### src/rtl/audio_sched_pkg.sv
// Shared definitions for the audio event scheduler: sample-ID width,
// sample-ID and priority constants, and a small width helper.
package audio_sched_pkg;

  localparam int SAMPLE_ID_BITS = 4;
  localparam int PRIO_ID_BITS   = 2;

  localparam logic [SAMPLE_ID_BITS-1:0] SAMPLE_WALL      = 4'd1;
  localparam logic [SAMPLE_ID_BITS-1:0] SAMPLE_PADDLE    = 4'd2;
  localparam logic [SAMPLE_ID_BITS-1:0] SAMPLE_BLOCK     = 4'd3;
  localparam logic [SAMPLE_ID_BITS-1:0] SAMPLE_LOST_BALL = 4'd4;
  localparam logic [SAMPLE_ID_BITS-1:0] SAMPLE_CHIME     = 4'd5;

  localparam logic [PRIO_ID_BITS-1:0] PRIO_LOST_BALL = 2'd3;
  localparam logic [PRIO_ID_BITS-1:0] PRIO_BLOCK     = 2'd2;
  localparam logic [PRIO_ID_BITS-1:0] PRIO_PADDLE    = 2'd1;
  localparam logic [PRIO_ID_BITS-1:0] PRIO_WALL      = 2'd0;

  // Counter width that stays at least one bit for tiny or zero ranges.
  function automatic int unsigned min_width(input int unsigned n);
    return (n > 1) ? $clog2(n) : 1;
  endfunction

endpackage

### src/rtl/audio_pending_queue.sv
// Age-ordered pending queue for sound requests: merge / insert / replace / drop
// on enqueue, and highest-priority-oldest selection for dequeue.
module audio_pending_queue
  import audio_sched_pkg::*;
#(
  parameter int SAMPLE_BITS = SAMPLE_ID_BITS,
  parameter int PRIO_BITS   = PRIO_ID_BITS,
  parameter int DEPTH       = 4,
  localparam int CNT_W      = $clog2(DEPTH + 1)
) (
  input  logic                   CLK,
  input  logic                   RESET_N,
  input  logic                   req_valid,
  input  logic [SAMPLE_BITS-1:0] req_sample,
  input  logic [PRIO_BITS-1:0]   req_prio,
  input  logic                   deq_en,
  output logic [SAMPLE_BITS-1:0] sel_sample,
  output logic [PRIO_BITS-1:0]   sel_prio,
  output logic                   not_empty,
  output logic [CNT_W-1:0]       count,
  output logic                   dropped
);

  localparam int IDX_W = $clog2(DEPTH);

  // Slots 0..q_count-1 are valid; slot 0 is the oldest entry.
  logic [SAMPLE_BITS-1:0] q_sample   [DEPTH];
  logic [PRIO_BITS-1:0]   q_prio     [DEPTH];
  logic [CNT_W-1:0]       q_count;

  logic [SAMPLE_BITS-1:0] mid_sample [DEPTH];
  logic [PRIO_BITS-1:0]   mid_prio   [DEPTH];
  logic [CNT_W-1:0]       mid_count;
  logic [SAMPLE_BITS-1:0] nxt_sample [DEPTH];
  logic [PRIO_BITS-1:0]   nxt_prio   [DEPTH];
  logic [CNT_W-1:0]       nxt_count;

  logic [IDX_W-1:0]       sel_idx, hit_idx, vic_idx;
  logic                   deq, hit, full, drop_c;
  logic [PRIO_BITS-1:0]   vic_prio;

  // NOTE: every variable written here gets a default first, so no path can leave it unassigned and infer a latch.
  always_comb begin
    sel_idx = '0;
    for (int i = 1; i < DEPTH; i++)
      if (CNT_W'(i) < q_count && q_prio[i] > q_prio[sel_idx]) sel_idx = IDX_W'(i);

    deq        = deq_en && (q_count != '0);
    mid_sample = q_sample;
    mid_prio   = q_prio;
    mid_count  = q_count - CNT_W'(deq);
    // The dequeued entry is squeezed out before enqueue, so it can never be a merge or replace target.
    for (int i = 0; i < DEPTH - 1; i++)
      if (deq && IDX_W'(i) >= sel_idx) begin
        mid_sample[i] = q_sample[i+1];
        mid_prio[i]   = q_prio[i+1];
      end

    hit      = 1'b0;
    hit_idx  = '0;
    vic_idx  = '0;
    vic_prio = mid_prio[0];
    for (int i = 0; i < DEPTH; i++)
      if (CNT_W'(i) < mid_count) begin
        if (mid_sample[i] == req_sample) begin
          hit     = 1'b1;
          hit_idx = IDX_W'(i);
        end
        if (mid_prio[i] <= vic_prio) begin
          vic_prio = mid_prio[i];
          vic_idx  = IDX_W'(i);
        end
      end
    full = (mid_count == CNT_W'(DEPTH));

    nxt_sample = mid_sample;
    nxt_prio   = mid_prio;
    nxt_count  = mid_count;
    drop_c     = 1'b0;
    if (req_valid) begin
      if (hit) begin
        if (req_prio > mid_prio[hit_idx]) nxt_prio[hit_idx] = req_prio;
      end else if (!full) begin
        for (int i = 0; i < DEPTH; i++)
          if (CNT_W'(i) == mid_count) begin
            nxt_sample[i] = req_sample;
            nxt_prio[i]   = req_prio;
          end
        nxt_count = mid_count + 1'b1;
      end else begin
        drop_c = 1'b1;
        // Victim is removed and the newcomer appended as the youngest entry.
        if (req_prio > vic_prio) begin
          for (int i = 0; i < DEPTH - 1; i++)
            if (IDX_W'(i) >= vic_idx) begin
              nxt_sample[i] = mid_sample[i+1];
              nxt_prio[i]   = mid_prio[i+1];
            end
          nxt_sample[DEPTH-1] = req_sample;
          nxt_prio[DEPTH-1]   = req_prio;
        end
      end
    end
  end

  // NOTE: sequential state uses non-blocking assignments so every flop samples pre-edge values.
  always_ff @(posedge CLK) begin
    if (!RESET_N) begin
      q_count <= '0;
      dropped <= 1'b0;
    end else begin
      q_count <= nxt_count;
      dropped <= drop_c;
    end
  end

  // NOTE: storage is deliberately not reset; slots at or above q_count are never treated as valid.
  always_ff @(posedge CLK) begin
    q_sample <= nxt_sample;
    q_prio   <= nxt_prio;
  end

  assign sel_sample = q_sample[sel_idx];
  assign sel_prio   = q_prio[sel_idx];
  assign not_empty  = (q_count != '0);
  assign count      = q_count;

endmodule

### src/rtl/audio_event_scheduler.sv
// Sound-effect scheduler: pending queue plus playback FSM and guard-gap counter.
// Optional preemption of the playing sample is built with AUDIO_SCHED_PREEMPT_EN.
module audio_event_scheduler
  import audio_sched_pkg::*;
#(
  parameter int SAMPLE_BITS = SAMPLE_ID_BITS,
  parameter int PRIO_BITS   = PRIO_ID_BITS,
  parameter int DEPTH       = 4,
  parameter int GAP_CYCLES  = 16
) (
  input  logic                         CLK,
  input  logic                         RESET_N,
  input  logic                         REQ_VALID,
  input  logic [SAMPLE_BITS-1:0]       REQ_SAMPLE,
  input  logic [PRIO_BITS-1:0]         REQ_PRIO,
  output logic                         REQ_DROPPED,
  output logic                         PLAY_START,
  output logic [SAMPLE_BITS-1:0]       PLAY_SAMPLE,
  input  logic                         PLAYER_BUSY,
  output logic                         PLAY_ABORT,
  output logic [$clog2(DEPTH+1)-1:0]   PENDING_COUNT,
  output logic                         ACTIVE
);

  localparam int CNT_W = $clog2(DEPTH + 1);
  localparam int GAP_W = min_width(GAP_CYCLES);
  localparam logic [GAP_W-1:0] GAP_LAST = GAP_W'((GAP_CYCLES > 0) ? GAP_CYCLES - 1 : 0);

  localparam logic [2:0] ST_IDLE      = 3'd0;
  localparam logic [2:0] ST_START     = 3'd1;
  localparam logic [2:0] ST_WAIT_BUSY = 3'd2;
  localparam logic [2:0] ST_PLAYING   = 3'd3;
  localparam logic [2:0] ST_GAP       = 3'd4;
`ifdef AUDIO_SCHED_PREEMPT_EN
  localparam logic [2:0] ST_ABORT     = 3'd5;
`endif

  logic [2:0]             state;
  logic [GAP_W-1:0]       gap_cnt;
  logic [SAMPLE_BITS-1:0] play_sample;
  logic                   q_req_valid, deq_en, q_not_empty, q_dropped, preempt;
  logic [SAMPLE_BITS-1:0] q_sel_sample;
  logic [PRIO_BITS-1:0]   q_sel_prio;
  logic [CNT_W-1:0]       q_count;

`ifdef AUDIO_SCHED_PREEMPT_EN
  logic [PRIO_BITS-1:0]   play_prio;
  assign preempt = REQ_VALID && (REQ_PRIO > play_prio) &&
                   (state == ST_WAIT_BUSY || state == ST_PLAYING || state == ST_GAP);
`else
  logic unused_sel_prio;
  assign unused_sel_prio = ^q_sel_prio;
  assign preempt         = 1'b0;
`endif

  // A preempting request bypasses the queue entirely.
  assign q_req_valid = REQ_VALID && !preempt;
  assign deq_en      = (state == ST_IDLE) && q_not_empty;

  audio_pending_queue #(
    .SAMPLE_BITS (SAMPLE_BITS),
    .PRIO_BITS   (PRIO_BITS),
    .DEPTH       (DEPTH)
  ) u_queue (
    .CLK        (CLK),
    .RESET_N    (RESET_N),
    .req_valid  (q_req_valid),
    .req_sample (REQ_SAMPLE),
    .req_prio   (REQ_PRIO),
    .deq_en     (deq_en),
    .sel_sample (q_sel_sample),
    .sel_prio   (q_sel_prio),
    .not_empty  (q_not_empty),
    .count      (q_count),
    .dropped    (q_dropped)
  );

  always_ff @(posedge CLK) begin
    if (!RESET_N) begin
      state       <= ST_IDLE;
      play_sample <= '0;
      gap_cnt     <= '0;
`ifdef AUDIO_SCHED_PREEMPT_EN
      play_prio   <= '0;
`endif
    end
`ifdef AUDIO_SCHED_PREEMPT_EN
    // Abort gets its own cycle so the player never sees stop and start together.
    else if (preempt) begin
      state       <= ST_ABORT;
      play_sample <= REQ_SAMPLE;
      play_prio   <= REQ_PRIO;
    end
`endif
    else begin
      case (state)
        ST_IDLE:
          if (q_not_empty) begin
            state       <= ST_START;
            play_sample <= q_sel_sample;
`ifdef AUDIO_SCHED_PREEMPT_EN
            play_prio   <= q_sel_prio;
`endif
          end
        ST_START:     state <= ST_WAIT_BUSY;
        ST_WAIT_BUSY: if (PLAYER_BUSY) state <= ST_PLAYING;
        ST_PLAYING:
          if (!PLAYER_BUSY) begin
            state   <= (GAP_CYCLES == 0) ? ST_IDLE : ST_GAP;
            gap_cnt <= '0;
          end
        ST_GAP:
          if (gap_cnt == GAP_LAST) state <= ST_IDLE;
          else gap_cnt <= gap_cnt + 1'b1;
`ifdef AUDIO_SCHED_PREEMPT_EN
        ST_ABORT:     state <= ST_START;
`endif
        default:      state <= ST_IDLE;
      endcase
    end
  end

`ifdef AUDIO_SCHED_PREEMPT_EN
  assign PLAY_ABORT = (state == ST_ABORT);
`else
  assign PLAY_ABORT = 1'b0;
`endif

  assign PLAY_START    = (state == ST_START);
  assign PLAY_SAMPLE   = play_sample;
  assign PENDING_COUNT = q_count;
  assign REQ_DROPPED   = q_dropped;
  assign ACTIVE        = (state != ST_IDLE);

endmodule

### config.mk
export PLATFORM = sky130hd
export DESIGN_NAME = audio_event_scheduler
export DESIGN_NICKNAME = d
export VERILOG_FILES = /design/src/rtl/audio_sched_pkg.sv /design/src/rtl/audio_pending_queue.sv /design/src/rtl/audio_event_scheduler.sv
export SDC_FILE = /design/constraint.sdc
export NUM_CORES = 1
export LEC_CHECK = 0
export ABC_AREA = 1
export CAP_MARGIN = 30
export CORE_MARGIN = 5
export CORE_UTILIZATION = 30
export CTS_BUF_LIST = sky130_fd_sc_hd__clkbuf_16
export CTS_CLUSTER_SIZE = 40
export DETAILED_ROUTE_END_ITERATION = 16
export SYNTH_ARGS = -nofsm -noshare
export SYNTH_HDL_FRONTEND = slang
export SYNTH_SLANG_ARGS = --single-unit
### constraint.sdc
create_clock -name CLK -period 21.4 [get_ports CLK]
set_clock_uncertainty 0.15 [all_clocks]
set_input_delay 3.21 -clock CLK [delete_from_list [all_inputs] [get_ports CLK]]
set_output_delay 3.21 -clock CLK [all_outputs]
set_load 0.005 [all_outputs]
# After elaboration in Yosys (flattened, before gate mapping)
# Cells that the tools add are included.
[word_totals]
word_cells = 177
ff_bits = 39
output_inout_bits = 11
inputBits = 10
[op_classes]
addsub = 3
n_reduce_logical = 22
muxes = 85
bitwise = 7
magnitude_cmp = 26
eq_ne = 21
[op_table]
columns = ["op", "n"]
rows = [
  ["$mux 2", 35],
  ["$mux 16", 4],
  ["$mux 4", 14],
  ["$mux 8", 5],
  ["$mux 3", 7],
  ["$eq 4x4->1", 4],
  ["$pmux 3 s5", 1],
  ["$ne 2x2->1 const B", 7],
  ["$bmux 2 s2", 3],
  ["$ge 3x3->1 const B", 4],
  ["$lt 2x3->1 const A", 4],
  ["$mux 1", 12],
  ["$reduce_and 4->1", 3],
  ["$gt 2x2->1", 5],
  ["$logic_and 1x1->1", 9],
  ["$lt 1x3->1 const A", 3],
  ["$not 2->3", 3],
  ["$reduce_bool 3->1", 3],
  ["$bmux 4 s2", 1],
  ["$bwmux 8", 1],
  ["$ge 1x2->1 const A", 4],
  ["$pmux 4 s2", 1],
  ["$eq 2x3->1 const A", 2],
  ["$eq 3x2->1 const B", 2],
  ["other kinds (19)", 27],
]

# Logic depth before layout (Yosys ltp)
[logic_depth]
ltp_word = 36
depth_mapped = 63
mapped_depth_nobuf = 62

# By module
# A second synthesis with hierarchy kept.
[hier_totals]
cells_unflattened = 668
hier_area_um2 = 4022.6
[modules_own_cells]
columns = ["module", "cells_each", "seq_area_each_um2", "n_inst", "area_each_um2"]
rows = [
  ["audio_pending_queue", 578, 620.6, 1, 3417.0],
  ["audio_event_scheduler", 90, 220.2, 1, 605.6],
]

# Least setup slack after synthesis
# Ideal clock, no wire load.
[synth_path]
path_type = "register to register"
start = "reg u_queue.q_prio[7] in the netlist's numbering"
end = "reg u_queue.q_prio[7] in the netlist's numbering"
path_stages_with_launch = 56
path_buffers = 1
required_ps = 21138
setup_slack_ps = 13890
arrival_ps = 7248
cell_sequence = "dfxtp_1 -> inv_1 -> ha_1 -> inv_1 -> nor2_1 -> o21ai_2 -> o21ai_0 -> ha_1 -> nand2_1 -> nand2_1 -> nand3_2 -> clkbuf_1 -> o21ai_0 -> ha_1 -> nand2_1 -> nand2_1 -> a21oi_1 -> nor2_4 -> [20 not listed] -> a22oi_1 -> or2_2 -> nand2_1 -> o21ai_0 -> ha_1 -> nor2_1 -> a2bb2oi_1 -> nand2_1 -> nor2_2 -> nand2_1 -> o21ai_0 -> nor2_1 -> nor2_1 -> nand2_1 -> nand2_1 -> inv_1 -> nand2_1 -> nand2_1"
[synth_rtl]
columns = ["item", "line_no", "rtl"]
rows = [
  ["start: declaration", "audio_pending_queue.sv:28", "logic [PRIO_BITS-1:0] q_prio [DEPTH];"],
  ["start signal: assignment", "audio_pending_queue.sv:120", "q_prio <= nxt_prio;"],
]

==> metrics.txt <==
clock-pin slew on the worst setup and hold paths 0.06 ns; Synth warnings 0; die height between 100 and 150 µm; count of endpoints failing hold in the final timing report 0; H-tree Lvls 2; top-level port count 21; outcome finished, final reports clean; leading cell type in the layout, fill and taps excluded sky130_fd_sc_hd__nand2_1; number of resized instances in the post-cts repair step 0; proportion of synthesized chip area in sequential cells 21.5%; R2R Path Start u_queue.q_prio[7]; minimum period implied by the final worst setup slack slightly below 9 ns; crit path to u_queue.q_prio[7]; total number of placement rows just over 40; Worst R2R Setup Slack roughly 13 ns; antenna cell count 0; global placer's final weighted congestion between 0.8 and 0.9; maximum number of pins on one net before global-route repair 19; share of layout cells above drive strength 1 about a tenth; first-pass GRT wire length between 15 and 20 mm; detailed placement HPWL between 9 and 10 mm; CP most frequent cell sky130_fd_sc_hd__nand2_1; standard cell with the maximum stage delay on the critical path sky130_fd_sc_hd__o21ai_1; clock tree from TritonCTS yes; via count normalized by instance count just under 5; number of buffers inserted to repair setup after CTS 0; final-layout fill cell count about 1400; vias in the first global route ~3700; initial standard-cell utilization of the core 30.8%; count of port buffers added during placement 19; critical path startpoint category flip-flop; First DRT Iteration DRCs around 410; insertion delay to the later sink of the worst-skew pair about 0.29 ns; endpoint of the worst-slack reg-to-reg timing path u_queue.q_prio[7]; count of nets left with antenna violations after detail routing 0; final layout net count 691; Avg Synthesized Cell Area around 6.1 µm²; Sink Count 39; dominant delay contributor by cell family on the critical path simple AND/OR/NAND/NOR gates; area inside the core boundary 0.0127 mm²; max frequency approximately 120 MHz; Max Root-Sink Buffers 2; remaining max-slew budget at the tightest pin between 50 and 60%; total track usage 15.9%; Netlist cell types 43; worst min-delay path class flip-flop to flip-flop; final-report setup violation count 0; Tightest Pin Transition just over 0.7 ns; chip width 124 µm; accumulated negative setup slack 0 ns; total detailed-routing wirelength 11.9 mm; peak fanout along the critical path 18; Inserted Clock Buffers 5; vias post-DR approximately 4100; commonest cells after routing, fill and taps aside sky130_fd_sc_hd__nand2_1 (172), sky130_fd_sc_hd__inv_1 (97), sky130_fd_sc_hd__o21ai_0 (68); flop and latch count out of synthesis 39; source of the critical timing path u_queue.q_prio[7]; CTS Hold Bufs 0; routed wire length per instance approximately 14 µm; category of the most critical setup path flip-flop to flip-flop; leftover overflow at the end of global routing 0; net count of the mapped netlist about 680; final count of pins violating max slew 0; CTS Root Buffer Type sky130_fd_sc_hd__clkbuf_16; Arr. time, crit path 8.69 ns; DIE AREA 0.0154 mm²; worst stage delay on the critical path a little over 0.4 ns; RSZ-0062 raised after global routing no; drc violations 0; CP bufs+invs 8; CP Data Required Time 21.44 ns; CP Depth 55; post-route fraction of the period consumed by the critical path between 40% and 50%; Worst R2R Path Depth 55; maxcap violations 0; number of antenna violations at the first check in global routing 0; Worst Setup End Kind flip-flop; cell area after technology mapping between 0.003 and 0.004 mm²; growth of design area from synthesis to finish 12.7%; instance count of the mapped netlist 645; first-pass iteration count of the detailed router 5
[worst min-delay path: cells and delay by family (launching register included)]
family | cells | cell delay [ns]
AOI/OAI and AO/OA | 1 | 0.05
and+or+nand+nor | 1 | 0.07
DFF | 1 | 0.33
[per-layer routing]
metal / track usage [%] / vias to the layer above / share of wire [%]
met4: 5.54 / 0 / 2.9
met5: 0 / - / 0
met2: 25.9 / 109 / 45
met3: 1.86 / 25 / 4.7
li1: - / 2112 / -
met1: 21.8 / 1857 / 48
[metrics by stage]
step / area, µm² / instances / utilization [%] / worst slack (ns) / hold slack [ns]
3_5_place_dp: 4240 / 823 / 33.4 / 12.87 / 0.341
4_1_cts: 4400 / 831 / 34.7 / 12.84 / 0.352
6_report: 4400 / 831 / 34.7 / 12.75 / 0.354
3_3_place_gp: 4240 / 823 / 33.4 / 12.99 / 0.334
5_1_grt: 4400 / 831 / 34.7 / 11.96 / 0.402
2_1_floorplan: 3900 / 645 / - / 13.89 / 0.317
[synthesized netlist by cell type (all sizes together)]
library cell	instances	share of area [%]
o22ai	14	2.2
dfxtp	33	17
nor2	68	8.8
nand2	193	20
or2	3	0.48
o21ai	83	11
ha	23	7.4
a21oi	23	2.9
a31oi	5	0.80
nand4	6	0.96
nand3b	2	0.71
a22oi	1	0.19
nor3	7	1.0
xor2	3	0.67
o21a	1	0.19
a211oi	2	0.38
buf	5	1.1
o311ai	1	0.22
conb	1	0.096
nand3	48	7.2
nor4	1	0.16
a2bb2oi	1	0.22
clkbuf	8	0.77
edfxtp	6	4.6
nor3b	1	0.19
clkinv	3	0.32
inv	103	9.9
[state kept, by name, summed over array words and instances, names as in the netlist]
register,count
u_queue.dropped,1
PLAY_SAMPLE,4
u_queue.mid_prio,2
state,3
u_queue.q_prio,6
gap_cnt,4
u_queue.mid_sample,4
u_queue.count,3
u_queue.q_sample,12
[how the worst min path moves through the flow]
| stage | startpoint | endpoint | slack, ns | cells after the start |
|---|---|---|---|---|
| after floorplan | gap_cnt[0] | gap_cnt[0] | 0.32 | 2 |
| after global placement | gap_cnt[0] | gap_cnt[0] | 0.33 | 2 |
| after detailed placement | gap_cnt[0] | gap_cnt[0] | 0.34 | 2 |
| after CTS | gap_cnt[0] | gap_cnt[0] | 0.35 | 2 |
| after global routing | gap_cnt[0] | gap_cnt[0] | 0.40 | 2 |
| final | gap_cnt[0] | gap_cnt[0] | 0.35 | 2 |
[kinds of logic (layout without fill, tap and decap cells)]
| family | count (synthesis) | in the layout | synth area share [%] |
|---|---|---|---|
| compound gates | 131 | 131 | 18.3 |
| xor+xnor | 3 | 3 | 0.673 |
| fa+ha+maj | 23 | 23 | 7.37 |
| buf+inv | 119 | 133 | 12.1 |
| flops | 39 | 39 | 21.5 |
| other cells | 1 | 1 | 0.0961 |
| simple gates | 329 | 329 | 39.9 |
[layout make-up]
class | count | area (µm²) | area share [%]
Multi-Input combinational cell | 487 | 2590 | 58.9
Inverter | 106 | 399 | 9.07
Clock inverter | 2 | 12.5 | 0.284
Tap cell | 172 | 215 | 4.89
Timing Repair Buffer | 19 | 190 | 4.32
Sequential cell | 39 | 841 | 19.1
Clock buffer | 6 | 150 | 3.41
Power is not shown: default switching activity piles up to over one toggle a cycle in this logic, so the estimate is an artifact.
